File: config.mk
export PLATFORM = sky130hd
export DESIGN_NAME = truth_table_scanner_flat
export DESIGN_NICKNAME = d
export VERILOG_FILES = /design/src/rtl/truth_table_scanner_pkg.sv /design/src/rtl/truth_table_scanner_if.sv /design/src/rtl/truth_table_scanner_settle.sv /design/src/rtl/truth_table_scanner.sv /design/src/flat_wrapper.sv
export SDC_FILE = /design/constraint.sdc
export NUM_CORES = 1
export LEC_CHECK = 0
export ABC_AREA = 1
export CAP_MARGIN = 20
export CORE_MARGIN = 2
export CORE_UTILIZATION = 50
export DETAILED_ROUTE_END_ITERATION = 8
export GPL_TIMING_DRIVEN = 0
export PLACE_DENSITY = 0.78
export SLEW_MARGIN = 30
export SYNTH_ARGS = -nofsm -noshare
export SYNTH_HDL_FRONTEND = slang
export SYNTH_SLANG_ARGS = --single-unit
File: constraint.sdc
create_clock -name clk -period 2.3 [get_ports clk]
set_clock_uncertainty 0.2 [all_clocks]
set_input_delay 0.46 -clock clk [delete_from_list [all_inputs] [get_ports clk]]
set_output_delay 0.46 -clock clk [all_outputs]
set_load 0.05 [all_outputs]
File: src/rtl/truth_table_scanner_pkg.sv
// Shared definitions for the truth-table scanner: FSM state encoding and the
// row-count helper used to size table-wide vectors.
package truth_table_scanner_pkg;

  typedef logic [1:0] state_t;

  localparam state_t ST_IDLE = 2'd0;
  localparam state_t ST_SCAN = 2'd1;
  localparam state_t ST_DONE = 2'd2;

  // Number of truth-table rows for an n_vars-input function.
  function automatic int unsigned rows(input int unsigned n_vars);
    return 32'd1 << n_vars;
  endfunction

endpackage

File: src/rtl/truth_table_scanner_if.sv
// Bundle between the scanner (master) and the surrounding lab logic (slave).
// Carries the start request, the stimulus vector, the sampled function output
// and the assembled results. With TRUTH_TABLE_SCANNER_COMPARE_EN defined it
// also carries the expected table and the mismatch/pass results.
interface truth_table_scanner_if
  import truth_table_scanner_pkg::*;
#(
  parameter int unsigned N_VARS = 4
);
  localparam int unsigned ROWS = rows(N_VARS);

  logic              start;
  logic [N_VARS-1:0] vec;
  logic              s;
  logic              busy;
  logic              done;
  logic [ROWS-1:0]   table_out;
  logic [N_VARS:0]   ones;
`ifdef TRUTH_TABLE_SCANNER_COMPARE_EN
  logic [ROWS-1:0]   expected;
  logic [ROWS-1:0]   mismatch;
  logic              pass;

  modport master (input start, s, expected,
                  output vec, busy, done, table_out, ones, mismatch, pass);
  modport slave  (output start, s, expected,
                  input vec, busy, done, table_out, ones, mismatch, pass);
`else
  modport master (input start, s,
                  output vec, busy, done, table_out, ones);
  modport slave  (output start, s,
                  input vec, busy, done, table_out, ones);
`endif

endinterface

File: src/rtl/truth_table_scanner_settle.sv
// settle_counter: modulo-SETTLE counter that raises strobe_c on the last
// cycle of each hold period. clr holds it at zero (synchronous).
// Ports: clk, reset (sync, active-high), clr, strobe_c (combinational).
module settle_counter #(
  parameter int unsigned SETTLE = 1
) (
  input  logic clk,
  input  logic reset,
  input  logic clr,
  output logic strobe_c
);
  localparam int unsigned CW = (SETTLE > 1) ? $clog2(SETTLE) : 1;
  localparam logic [CW-1:0] LAST = CW'(SETTLE - 1);

  logic [CW-1:0] cnt_q;

  assign strobe_c = (cnt_q == LAST) && !clr;

  // Count 0..SETTLE-1 and wrap; held at zero while cleared.
  always_ff @(posedge clk) begin
    if (reset || clr)       cnt_q <= '0;
    else if (cnt_q == LAST) cnt_q <= '0;
    else                    cnt_q <= cnt_q + CW'(1);
  end

endmodule

File: src/rtl/truth_table_scanner.sv
// truth_table_scanner: steps vec through every input combination of an
// N_VARS-input function in ascending order, holds each for SETTLE cycles,
// samples s on the last hold cycle and builds table_out / ones.
// Ports: clk, reset (sync, active-high), bus (truth_table_scanner_if.master:
//   start, s in; vec, busy, done, table_out, ones out).
// Optional: TRUTH_TABLE_SCANNER_COMPARE_EN adds expected/mismatch/pass.
module truth_table_scanner
  import truth_table_scanner_pkg::*;
#(
  parameter int unsigned N_VARS = 4,
  parameter int unsigned SETTLE = 1
) (
  input  logic                  clk,
  input  logic                  reset,
  truth_table_scanner_if.master bus
);
  localparam int unsigned ROWS = rows(N_VARS);
  localparam logic [N_VARS-1:0] VEC_MAX = '1;

  state_t            state_q, state_nxt;
  logic [N_VARS-1:0] vec_q, vec_nxt;
  logic              busy_q, busy_nxt;
  logic              done_q, done_nxt;
  logic [ROWS-1:0]   table_q, table_nxt;
  logic [N_VARS:0]   ones_q, ones_nxt;
  logic              settle_clr_c;
  logic              sample_c;
`ifdef TRUTH_TABLE_SCANNER_COMPARE_EN
  logic [ROWS-1:0]   exp_q, exp_nxt;
  logic [ROWS-1:0]   mismatch_q, mismatch_nxt;
  logic              pass_q, pass_nxt;
`endif

  assign settle_clr_c = (state_q != ST_SCAN);

  settle_counter #(.SETTLE(SETTLE)) u_settle (
    .clk      (clk),
    .reset    (reset),
    .clr      (settle_clr_c),
    .strobe_c (sample_c)
  );

  // State and registered outputs.
  always_ff @(posedge clk) begin
    if (reset) begin
      state_q    <= ST_IDLE;
      vec_q      <= '0;
      busy_q     <= 1'b0;
      done_q     <= 1'b0;
      table_q    <= '0;
      ones_q     <= '0;
`ifdef TRUTH_TABLE_SCANNER_COMPARE_EN
      exp_q      <= '0;
      mismatch_q <= '0;
      pass_q     <= 1'b0;
`endif
    end else begin
      state_q    <= state_nxt;
      vec_q      <= vec_nxt;
      busy_q     <= busy_nxt;
      done_q     <= done_nxt;
      table_q    <= table_nxt;
      ones_q     <= ones_nxt;
`ifdef TRUTH_TABLE_SCANNER_COMPARE_EN
      exp_q      <= exp_nxt;
      mismatch_q <= mismatch_nxt;
      pass_q     <= pass_nxt;
`endif
    end
  end

  // Next state and next output values.
  always_comb begin
    state_nxt    = state_q;
    vec_nxt      = vec_q;
    busy_nxt     = busy_q;
    done_nxt     = 1'b0;
    table_nxt    = table_q;
    ones_nxt     = ones_q;
`ifdef TRUTH_TABLE_SCANNER_COMPARE_EN
    exp_nxt      = exp_q;
    mismatch_nxt = mismatch_q;
    pass_nxt     = pass_q;
`endif
    case (state_q)
      ST_IDLE: begin
        if (bus.start) begin
          state_nxt = ST_SCAN;
          vec_nxt   = '0;
          busy_nxt  = 1'b1;
          table_nxt = '0;
          ones_nxt  = '0;
`ifdef TRUTH_TABLE_SCANNER_COMPARE_EN
          exp_nxt      = bus.expected;
          mismatch_nxt = '0;
          pass_nxt     = 1'b0;
`endif
        end
      end
      ST_SCAN: begin
        if (sample_c) begin
          table_nxt[vec_q] = bus.s;
          ones_nxt         = ones_q + (N_VARS + 1)'(bus.s);
`ifdef TRUTH_TABLE_SCANNER_COMPARE_EN
          mismatch_nxt[vec_q] = bus.s ^ exp_q[vec_q];
`endif
          // Last row ends the scan; vec never wraps past its maximum.
          if (vec_q == VEC_MAX) begin
            state_nxt = ST_DONE;
            vec_nxt   = '0;
            busy_nxt  = 1'b0;
            done_nxt  = 1'b1;
`ifdef TRUTH_TABLE_SCANNER_COMPARE_EN
            pass_nxt  = (mismatch_nxt == '0);
`endif
          end else begin
            vec_nxt = vec_q + N_VARS'(1);
          end
        end
      end
      ST_DONE: state_nxt = ST_IDLE;
      default: state_nxt = ST_IDLE;
    endcase
  end

  assign bus.vec       = vec_q;
  assign bus.busy      = busy_q;
  assign bus.done      = done_q;
  assign bus.table_out = table_q;
  assign bus.ones      = ones_q;
`ifdef TRUTH_TABLE_SCANNER_COMPARE_EN
  assign bus.mismatch  = mismatch_q;
  assign bus.pass      = pass_q;
`endif

endmodule

File: src/flat_wrapper.sv
// flat-port wrapper written by rule: the top's interface ports become plain ports
module truth_table_scanner_flat import truth_table_scanner_pkg::*;
#(
  parameter int unsigned N_VARS = 4,
  parameter int unsigned SETTLE = 1
)
  (clk, reset, bus_start, bus_s, bus_vec, bus_busy, bus_done, bus_table_out, bus_ones);
  truth_table_scanner_if #(.N_VARS(N_VARS)) bus_i ();
  input  logic clk;
  input  logic reset;
  input wire logic [$bits(bus_i.start)-1:0] bus_start;
  input wire logic [$bits(bus_i.s)-1:0] bus_s;
  output wire logic [$bits(bus_i.vec)-1:0] bus_vec;
  output wire logic [$bits(bus_i.busy)-1:0] bus_busy;
  output wire logic [$bits(bus_i.done)-1:0] bus_done;
  output wire logic [$bits(bus_i.table_out)-1:0] bus_table_out;
  output wire logic [$bits(bus_i.ones)-1:0] bus_ones;
  assign bus_i.start = bus_start;
  assign bus_i.s = bus_s;
  assign bus_vec = bus_i.vec;
  assign bus_busy = bus_i.busy;
  assign bus_done = bus_i.done;
  assign bus_table_out = bus_i.table_out;
  assign bus_ones = bus_i.ones;
  truth_table_scanner #(.N_VARS(N_VARS), .SETTLE(SETTLE)) u_core (.clk(clk), .reset(reset), .bus(bus_i));
endmodule
Yosys cells after proc, flatten, opt, wreduce, memory -nomap -nowiden
Index checks and enable logic that the tools add are counted.
W data, S select, Z words.
{"block": "classes", "muxes": 22, "n_reduce_logical": 11, "addsub": 3, "n_eq_ne": 6, "n_lt_le_gt_ge": 2, "bitwise": 3}
{"operator": "$mux W16", "count": 2}
{"operator": "$pmux W16 S2", "count": 1}
{"operator": "$bwmux W16", "count": 1}
{"operator": "$mux W4", "count": 3}
{"operator": "$mux W5", "count": 2}
{"operator": "$pmux W5 S2", "count": 1}
{"operator": "$pmux W4 S2", "count": 1}
{"operator": "$mux W2", "count": 3}
{"operator": "$ne A2 B1 Y1 const B", "count": 3}
{"operator": "$reduce_and A3 Y1", "count": 2}
{"operator": "$add A5 B1 Y5", "count": 1}
{"operator": "$lt A4 B5 Y1 const B", "count": 1}
{"operator": "$mux W1", "count": 5}
{"operator": "$add A4 B1 Y4 const B", "count": 1}
{"operator": "$demux W1 S4", "count": 1}
{"operator": "$eq A4 B4 Y1 const B", "count": 1}
{"operator": "$ge A4 B1 Y1 const B", "count": 1}
{"operator": "$pmux W2 S2", "count": 1}
{"operator": "$reduce_and A4 Y1", "count": 1}
{"operator": "$not A1 Y1", "count": 3}
{"operator": "$reduce_or A3 Y1", "count": 1}
{"operator": "$eq A2 B1 Y1 const B", "count": 1}
{"operator": "$logic_and A1 B1 Y1", "count": 2}
{"operator": "$logic_not A2 Y1", "count": 1}
{"operator": "other kinds (7)", "count": 7}
{"block": "totals", "regBits": 30, "wordCells": 54}

Logic depth before layout (Yosys ltp)
Gate-level depths: netlist of the first run.
{"block": "logic_depth", "word_depth": 7, "ltp_mapped": 8, "ltp_nobuf": 7}

Cells and area by module
A second synthesis of the first run with hierarchy kept.
{"block": "hier_totals", "cells_unflattened": 229, "area_unflattened_um2": 1576.5}
{"mod": "truth_table_scanner", "n_inst": 1, "area_each_um2": 1549.0, "cells_each": 226}
{"mod": "settle_counter", "n_inst": 1, "area_each_um2": 27.5, "cells_each": 3}

Least setup slack after synthesis of the first run
No wires, ideal clock.
{"block": "synth_timing", "kind": "register to register", "startpoint": "register u_core.vec_q[0] (netlist: u_core.bus.vec[0])", "endpoint": "register u_core.table_q[14] (netlist: u_core.bus.table_out[14])", "t_arrival_ns": 1.558, "synth_period_minus_slack_ns": 1.828, "setup_slack_ns": 0.472, "required_ns": 2.030, "n_path_buf": 1, "setup_ns": 0.070, "path_stages_with_launch": 8, "cell_sequence": "dfxtp_1 -> inv_1 -> ha_1 -> clkbuf_1 -> nor3b_1 -> nand2_1 -> nand2_1 -> a21oi_1"}
{"block": "synth_via", "elab_chain_cells": 7}
{"item": "from (decl)", "line_no": "truth_table_scanner.sv:21", "rtl": "logic [N_VARS-1:0] vec_q, vec_nxt;"}
{"item": "from (signal assigned)", "line_no": "truth_table_scanner.sv:59", "rtl": "vec_q <= vec_nxt;"}
{"item": "$lt A4 B5 Y1 (implied by the code) or $ge A4 B1 Y1 (tied branches)", "line_no": "truth_table_scanner.sv:102", "rtl": "table_nxt[vec_q] = bus.s;"}
{"item": "$logic_and A1 B1 Y1 (implied by the code)", "line_no": "truth_table_scanner.sv:102"}
{"item": "$mux W1 (implied by the code)", "line_no": "truth_table_scanner.sv:102"}
{"item": "$demux W1 S4 *"}
{"item": "$bwmux W16 *", "line_no": "truth_table_scanner.sv:102"}
{"item": "$mux W16 *", "line_no": "truth_table_scanner.sv:101", "rtl": "if (sample_c) begin"}
{"item": "$pmux W16 S2 *", "line_no": "truth_table_scanner.sv:85", "rtl": "case (state_q)"}
{"item": "to (signal assigned)", "line_no": "truth_table_scanner.sv:62", "rtl": "table_q <= table_nxt;"}
{"item": "to (decl)", "line_no": "truth_table_scanner.sv:24", "rtl": "logic [ROWS-1:0] table_q, table_nxt;"}
Every way passes the cells marked *; elsewhere a longest branch is shown, timed or not. The select of a mux whose other input is x is not followed.
A chain may end at the register's enable or synchronous reset.

Worst setup path in the final report of the first run
{"block": "layout_timing", "startpoint": "register u_core.ones_q[2] (netlist: u_core.bus.ones[2])", "endpoint": "output bus_ones[2]"}
{"item": "from (decl)", "line_no": "truth_table_scanner.sv:25", "rtl": "logic [N_VARS:0] ones_q, ones_nxt;"}
{"item": "from (signal assigned)", "line_no": "truth_table_scanner.sv:63", "rtl": "ones_q <= ones_nxt;"}
{"item": "to (decl)", "line_no": "flat_wrapper.sv:17", "rtl": "output wire logic [$bits(bus_i.ones)-1:0] bus_ones;"}
No word-level cell between the ends.

==> results.py, run 1 <==
metrics = {
    "floorplanning": {
        "io_pins": 31,
        "initial_core_util_pct": 52.1,
        "die_h_um": 59.9,
        "fp-row-count": 20,
        "dieArea_um2": 3590,
        "fp.coreArea_um2": 3000,
        "fp.dieW_um": 59.9,
    },
    "timing": {
        "finalSetupViolCount": 0,
        "fin_crit_ps": 2240,
        "hold_viol_final": 0,
        "maxSlewViolCount": 0,
        "tightest_slew_ps": 498,
        "post-route-period-util_pct": 97.3,
        "slew-limit-headroom_pct": 66.7,
        "grt_setup_unrepaired": "no",
        "fmax_mhz": 447,
        "fin_setup_tns_ps": 0,
    },
    "routing": {
        "drt-vias-per-instance": 5.05,
        "drt_iter0_markers": 53,
        "avgRoutedWirePerCell_um": 11.4,
        "via_count": 1403,
        "route.detailed.drc": 0,
        "dr.pass1.iters": 4,
        "wl_um": 3180,
        "ant_nets": 0,
    },
    "finish": {
        "syn2layout_area_growth_pct": 24.1,
        "post-route-cell-area_um2": 1940,
        "final_cell_count_no_fill": 278,
        "utilization_pct": 64.6,
        "fin_nets": 255,
        "diodes": 0,
        "drive_gt1_share_pct": 14.7,
    },
    "critical_path": {
        "max_stage_delay_ps": 830,
        "cp-end-kind": "primary output",
        "worst-path-buf-inv": 1,
        "critPathTopFamily": "buffers and inverters",
        "path_class": "reg -> out",
        "arrival_ps": 1580,
        "crit_required_ps": 1640,
        "cp_cell_sequence": "clkdlybuf4s50_1",
        "r2r_cells": 7,
        "crit_fanout": 5,
        "crit_slowest_cell": "clkdlybuf4s50_1",
        "cp_num_cells": 1,
        "cp-start-kind": "flop",
    },
    "run_status": {
        "status": "finished clean",
    },
    "placement": {
        "place_area_um2": 1900,
        "io_buffers": 29,
        "dp.cells": 271,
        "place_congestion": 0.823,
        "post-dp-hpwl_um": 2260,
    },
    "yosys": {
        "synth-simple-area-share_pct": 33.1,
        "synth_top_area_share_pct": 38.4,
        "synthMuxAreaShare_pct": 0,
        "synth_top_cell_by_area": "dfxtp_1",
        "synth_cell_type_count": 28,
        "synthTopCellsByArea": "dfxtp_1, nand2_1, nand3_1, inv_1, ha_1",
        "synthesis.instances": 209,
        "yosysSeqAreaShare_pct": 38.4,
        "synth_area_um2": 1560,
        "synth_fa_ha_area_share_pct": 4.80,
        "ys_seq_elements": 30,
        "synth-compound-area-share_pct": 10.6,
        "yosysWarnings": 0,
        "synth_top_family_by_area": "simple AND/OR/NAND/NOR gates",
        "synth_fp_nets": 219,
        "synth_xor_area_share_pct": 0,
        "syn_area_per_cell_um2": 7.48,
    },
    "grt": {
        "grt_pass1_vias": 1193,
        "grt-ovfl-total": 0,
        "grt_max_degree": 11,
        "grt_pass1_wl_um": 5470,
        "grt_antenna_before_repair": 0,
        "grt_usage_pct": 20.6,
    },
    "cts": {
        "post_cts_buffers": 0,
        "htreeDepth": 2,
        "root_buffer": "clkbuf_4",
        "cts_tree": "done",
        "clk_pin_slew_worst_paths_ps": 90,
        "cts.sinks": 30,
        "cts-buffers-inserted": 5,
        "clock_latency_ps": 320,
        "clockBufferDepth": 2,
    },
    "hold_path": {
        "worstHoldPathType": "in -> reg",
        "min_path_cells": 2,
    },
    "job": {
        "drv_cap": 0,
    },
    "pwr": {
        "power.static_leakage_nw": 0.775,
        "max-vdd-ir-drop_mv": 0.366,
        "powerDensity_nw_per_um2": 541,
    },
}
registers in the layout (all words and copies together), names as in the netlist:
signal and cells:
u_core.bus.busy 1, u_core.bus.table_out 16, u_core.bus.vec 4, u_core.bus.ones 5, u_core.u_settle.cnt_q 1, u_core.state_q 2, u_core.bus.done 1
routing by layer:
layer / GRT usage [%] / vias up / wire (um)
met1: 29.4 / 623 / 1540
li1: - / 738 / -
met3: 6.49 / 3 / 170
met2: 28.7 / 39 / 1460
met4: 8.25 / 0 / 10
met5: 0 / - / 0
per-stage QoR:
| stage | power (W) | hold slack (ps) | setup slack [ps] |
|---|---|---|---|
| floorplan | 0.000716 | 311 | 472 |
| global placement | 0.000771 | 233 | 217 |
| detailed placement | 0.000773 | 234 | 218 |
| CTS | 0.00106 | 151 | 53.9 |
| global route | 0.00111 | 165 | 10.5 |
| finish | 0.00105 | 166 | 61.8 |
power by group:
part | total (W) | internal (W) | switching (W)
Combinational | 0.000218 | 0.0000740 | 0.000144
Clock | 0.000288 | 0.000115 | 0.000173
Sequential | 0.000544 | 0.000533 | 0.0000114
path summary, 6_finish.rpt:
check | startpoint | end | slack, ps
worst max register to register | u_core.bus.vec[0] | u_core.bus.table_out[14] | 640
worst min-delay path | reset | u_core.bus.table_out[15] | 170
worst max-delay path | u_core.bus.ones[2] | bus_ones[2] | 60
worst min register to register | u_core.bus.table_out[4] | u_core.bus.table_out[4] | 240
cells in the final DEF (no fill, tap or decap), types with 4 or more instances in the layout:
master,n
nand2_1,43
nand3_1,30
dfxtp_1,30
inv_1,28
clkdlybuf4s50_1,26
a21oi_1,14
nor2_1,13
a21oi_2,8
ha_1,6
clkbuf_4,5
inv_2,4
buf_6,4
o21ai_0,4
cell type report:
type | count | area [um^2]
Tap cell | 33 | 41.3
Timing Repair Buffer | 29 | 290
Clock buffer | 7 | 45.0
Buffer | 9 | 81.3
Inverter | 32 | 120
Sequential cell | 30 | 601
Fill cell | 276 | 1060
Multi-Input combinational cell | 138 | 762
synth_stat cells:
| cell type | n |
|---|---|
| nand2_2 | 1 |
| nor3_2 | 3 |
| nand3_2 | 1 |
| o21ai_1 | 1 |
| nand2_8 | 1 |
| buf_6 | 4 |
| nand2_4 | 1 |
| nor3_1 | 3 |
| and3_1 | 1 |
| conb_1 | 1 |
| inv_1 | 28 |
| buf_2 | 2 |
| nand2_1 | 43 |
| dfxtp_1 | 30 |
| a21oi_1 | 14 |
| nand3_1 | 30 |
| buf_4 | 1 |
| a21oi_2 | 8 |
| nor3b_1 | 1 |
| clkbuf_1 | 1 |
| nor2_8 | 1 |
| nand4_1 | 2 |
| buf_8 | 1 |
| nor2_1 | 13 |
| ha_1 | 6 |
| o21ai_0 | 4 |
| inv_2 | 4 |
| nor2_2 | 3 |
what timing repair did:
item,in CTS,in global routing
endpoints found under the setup margin,2,1
pin swaps,0,0
hold buffers,0,0
gates resized for setup,2,1
cells by family (layout without fill, tap and decap cells):
| logic type | Yosys count | in the layout |
|---|---|---|
| AND/OR/NAND/NOR | 104 | 104 |
| flip-flops | 30 | 30 |
| adder cells (fa/ha/maj) | 6 | 6 |
| AO/OA/AOI/OAI | 27 | 27 |
| buffers and inverters | 41 | 77 |
| other | 1 | 1 |
(Power assumes the default switching activity.)
==> run 2, diff against run 1 <==
CORE_UTILIZATION = 30   (was 50)
DONT_BUFFER_PORTS = 1   (was not set)
PLACE_DENSITY = not set   (was 0.78)
==> results.py, run 2 (synthesis results as in run 1) <==
metrics = {
    "run_status": {
        "status": "finished clean",
    },
    "routing": {
        "route.detailed.drc": 0,
        "dr.pass1.iters": 4,
        "via_count": 1276,
        "drt_iter0_markers": 88,
        "avgRoutedWirePerCell_um": 12.0,
        "wl_um": 3450,
        "ant_nets": 0,
        "drt-vias-per-instance": 4.45,
    },
    "finish": {
        "utilization_pct": 34.3,
        "diodes": 0,
        "fin_nets": 226,
        "n_fill_cell": 567,
        "layout_commonest_cell": "nand2_1",
        "syn2layout_area_growth_pct": 11.4,
        "largest_reg_flops": 16,
        "layout_common_cells": "nand2_1, nand3_1, dfxtp_1, inv_1, a21oi_1",
        "drive_gt1_share_pct": 17.5,
    },
    "job": {
        "drv_cap": 0,
    },
    "critical_path": {
        "crit_fanout": 8,
        "cp-end-kind": "flop",
        "r2r_start": "u_core.bus.vec[0]",
        "arrival_ps": 2040,
        "r2r_cells": 7,
        "rr_endpoint": "u_core.bus.table_out[14]",
        "path_class": "reg -> reg",
        "cp-start-kind": "flop",
        "crit_required_ps": 2310,
        "worst-r2r-setup-slack_ps": 270,
    },
    "timing": {
        "tightest_slew_ps": 737,
        "fmax_mhz": 493,
        "setup_ws_ps": 271,
        "maxSlewViolCount": 0,
        "post-route-period-util_pct": 88.2,
        "hold_viol_final": 0,
        "finalSetupViolCount": 0,
        "fin_setup_tns_ps": 0,
        "slew-limit-headroom_pct": 50.8,
        "fin_crit_ps": 2030,
        "grt_setup_unrepaired": "no",
    },
    "placement": {
        "place_congestion": 0.764,
        "dpl_worst_slack_ps": 286,
        "io_buffers": 0,
        "post-dp-hpwl_um": 2510,
    },
    "floorplanning": {
        "fp.dieW_um": 76.2,
        "initial_core_util_pct": 30.8,
        "fp-row-count": 26,
        "io_pins": 31,
        "dieArea_um2": 5810,
        "fp.coreArea_um2": 5070,
        "die_h_um": 76.2,
    },
    "pwr": {
        "max-vdd-ir-drop_mv": 0.294,
        "power.static_leakage_nw": 0.672,
        "powerDensity_nw_per_um2": 677,
    },
    "cts": {
        "clock_latency_ps": 280,
        "root_buffer": "clkbuf_8",
        "clk_pin_slew_worst_paths_ps": 70,
        "hold_buffers": 0,
        "post_cts_buffers": 0,
        "clockBufferDepth": 2,
        "cts_tree": "done",
        "cts.sinks": 30,
        "htreeDepth": 2,
        "cts_resized": 0,
        "cts-buffers-inserted": 5,
    },
    "hold_path": {
        "worstHoldPathType": "in -> reg",
        "min_from": "bus_start",
        "min_path_cells": 2,
        "hold_end": "u_core.state_q[0]",
    },
    "grt": {
        "grtUsageMet2_pct": 19.5,
        "grt_pass1_vias": 1170,
        "grt-busiest-layer": "met2",
        "grt_max_degree": 11,
        "grt_usage_pct": 12.5,
        "grt_antenna_before_repair": 0,
        "grt_pass1_wl_um": 5810,
        "grt-ovfl-total": 0,
        "use_met1_pct": 15.3,
        "grtUsageMet3_pct": 5.33,
    },
}
-- run 2: metal layers --
layer  vias to the layer above  wire length [um]
met1                       568              1590
li1                        676                 -
met4                         0                52
met5                         -                 0
met3                         5               249
met2                        27              1560
-- run 2: layout make-up --
| type | instances | area (um^2) | share of cell area, % |
|---|---|---|---|
| Sequential cell | 30 | 601 | 34.5 |
| Inverter | 32 | 120 | 6.89 |
| Clock inverter | 1 | 5.00 | 0.287 |
| Tap cell | 70 | 87.6 | 5.03 |
| Multi-Input combinational cell | 138 | 762 | 43.7 |
| Clock buffer | 7 | 86.3 | 4.95 |
| Buffer | 9 | 81.3 | 4.67 |
-- run 2: worst max-delay path by stage --
| stage | startpoint | end | slack (ps) | depth (start not counted) |
|---|---|---|---|---|
| floorplan | u_core.bus.vec[0] | u_core.bus.table_out[14] | 470 | 7 |
| global route | u_core.bus.vec[0] | u_core.bus.table_out[14] | 100 | 7 |
| detailed placement | u_core.bus.vec[0] | u_core.bus.table_out[14] | 290 | 7 |
| CTS | u_core.bus.vec[0] | u_core.bus.table_out[14] | 260 | 7 |
| finish | u_core.bus.vec[0] | u_core.bus.table_out[14] | 270 | 7 |
| global placement | u_core.bus.vec[0] | u_core.bus.table_out[14] | 310 | 7 |
-- run 2: critical path, stage by stage, from the launching register on --
cell,delay (ps)
dfxtp_1,710
inv_1,210
ha_1,240
clkbuf_1,200
nor3b_1,190
nand2_1,50
nand2_1,40
a21oi_1,110
-- run 2: power breakdown --
| part | total (W) | leakage (nW) | internal (W) | switching (W) |
|---|---|---|---|---|
| Clock | 0.000442 | 0.0482 | 0.000241 | 0.000201 |
| Sequential | 0.000585 | 0.243 | 0.000533 | 0.0000522 |
| Combinational | 0.000153 | 0.380 | 0.0000542 | 0.0000985 |
-- run 2: stage by stage --
step | power (W) | cell area, um^2 | hold WS, ps | std cells
6_report | 0.00118 | 1740 | 216 | 287
3_3_place_gp | 0.000749 | 1650 | 327 | 279
3_5_place_dp | 0.000751 | 1650 | 345 | 279
2_1_floorplan | 0.000716 | 1560 | 311 | 209
5_1_grt | 0.00123 | 1740 | 229 | 287
4_1_cts | 0.00119 | 1740 | 217 | 287
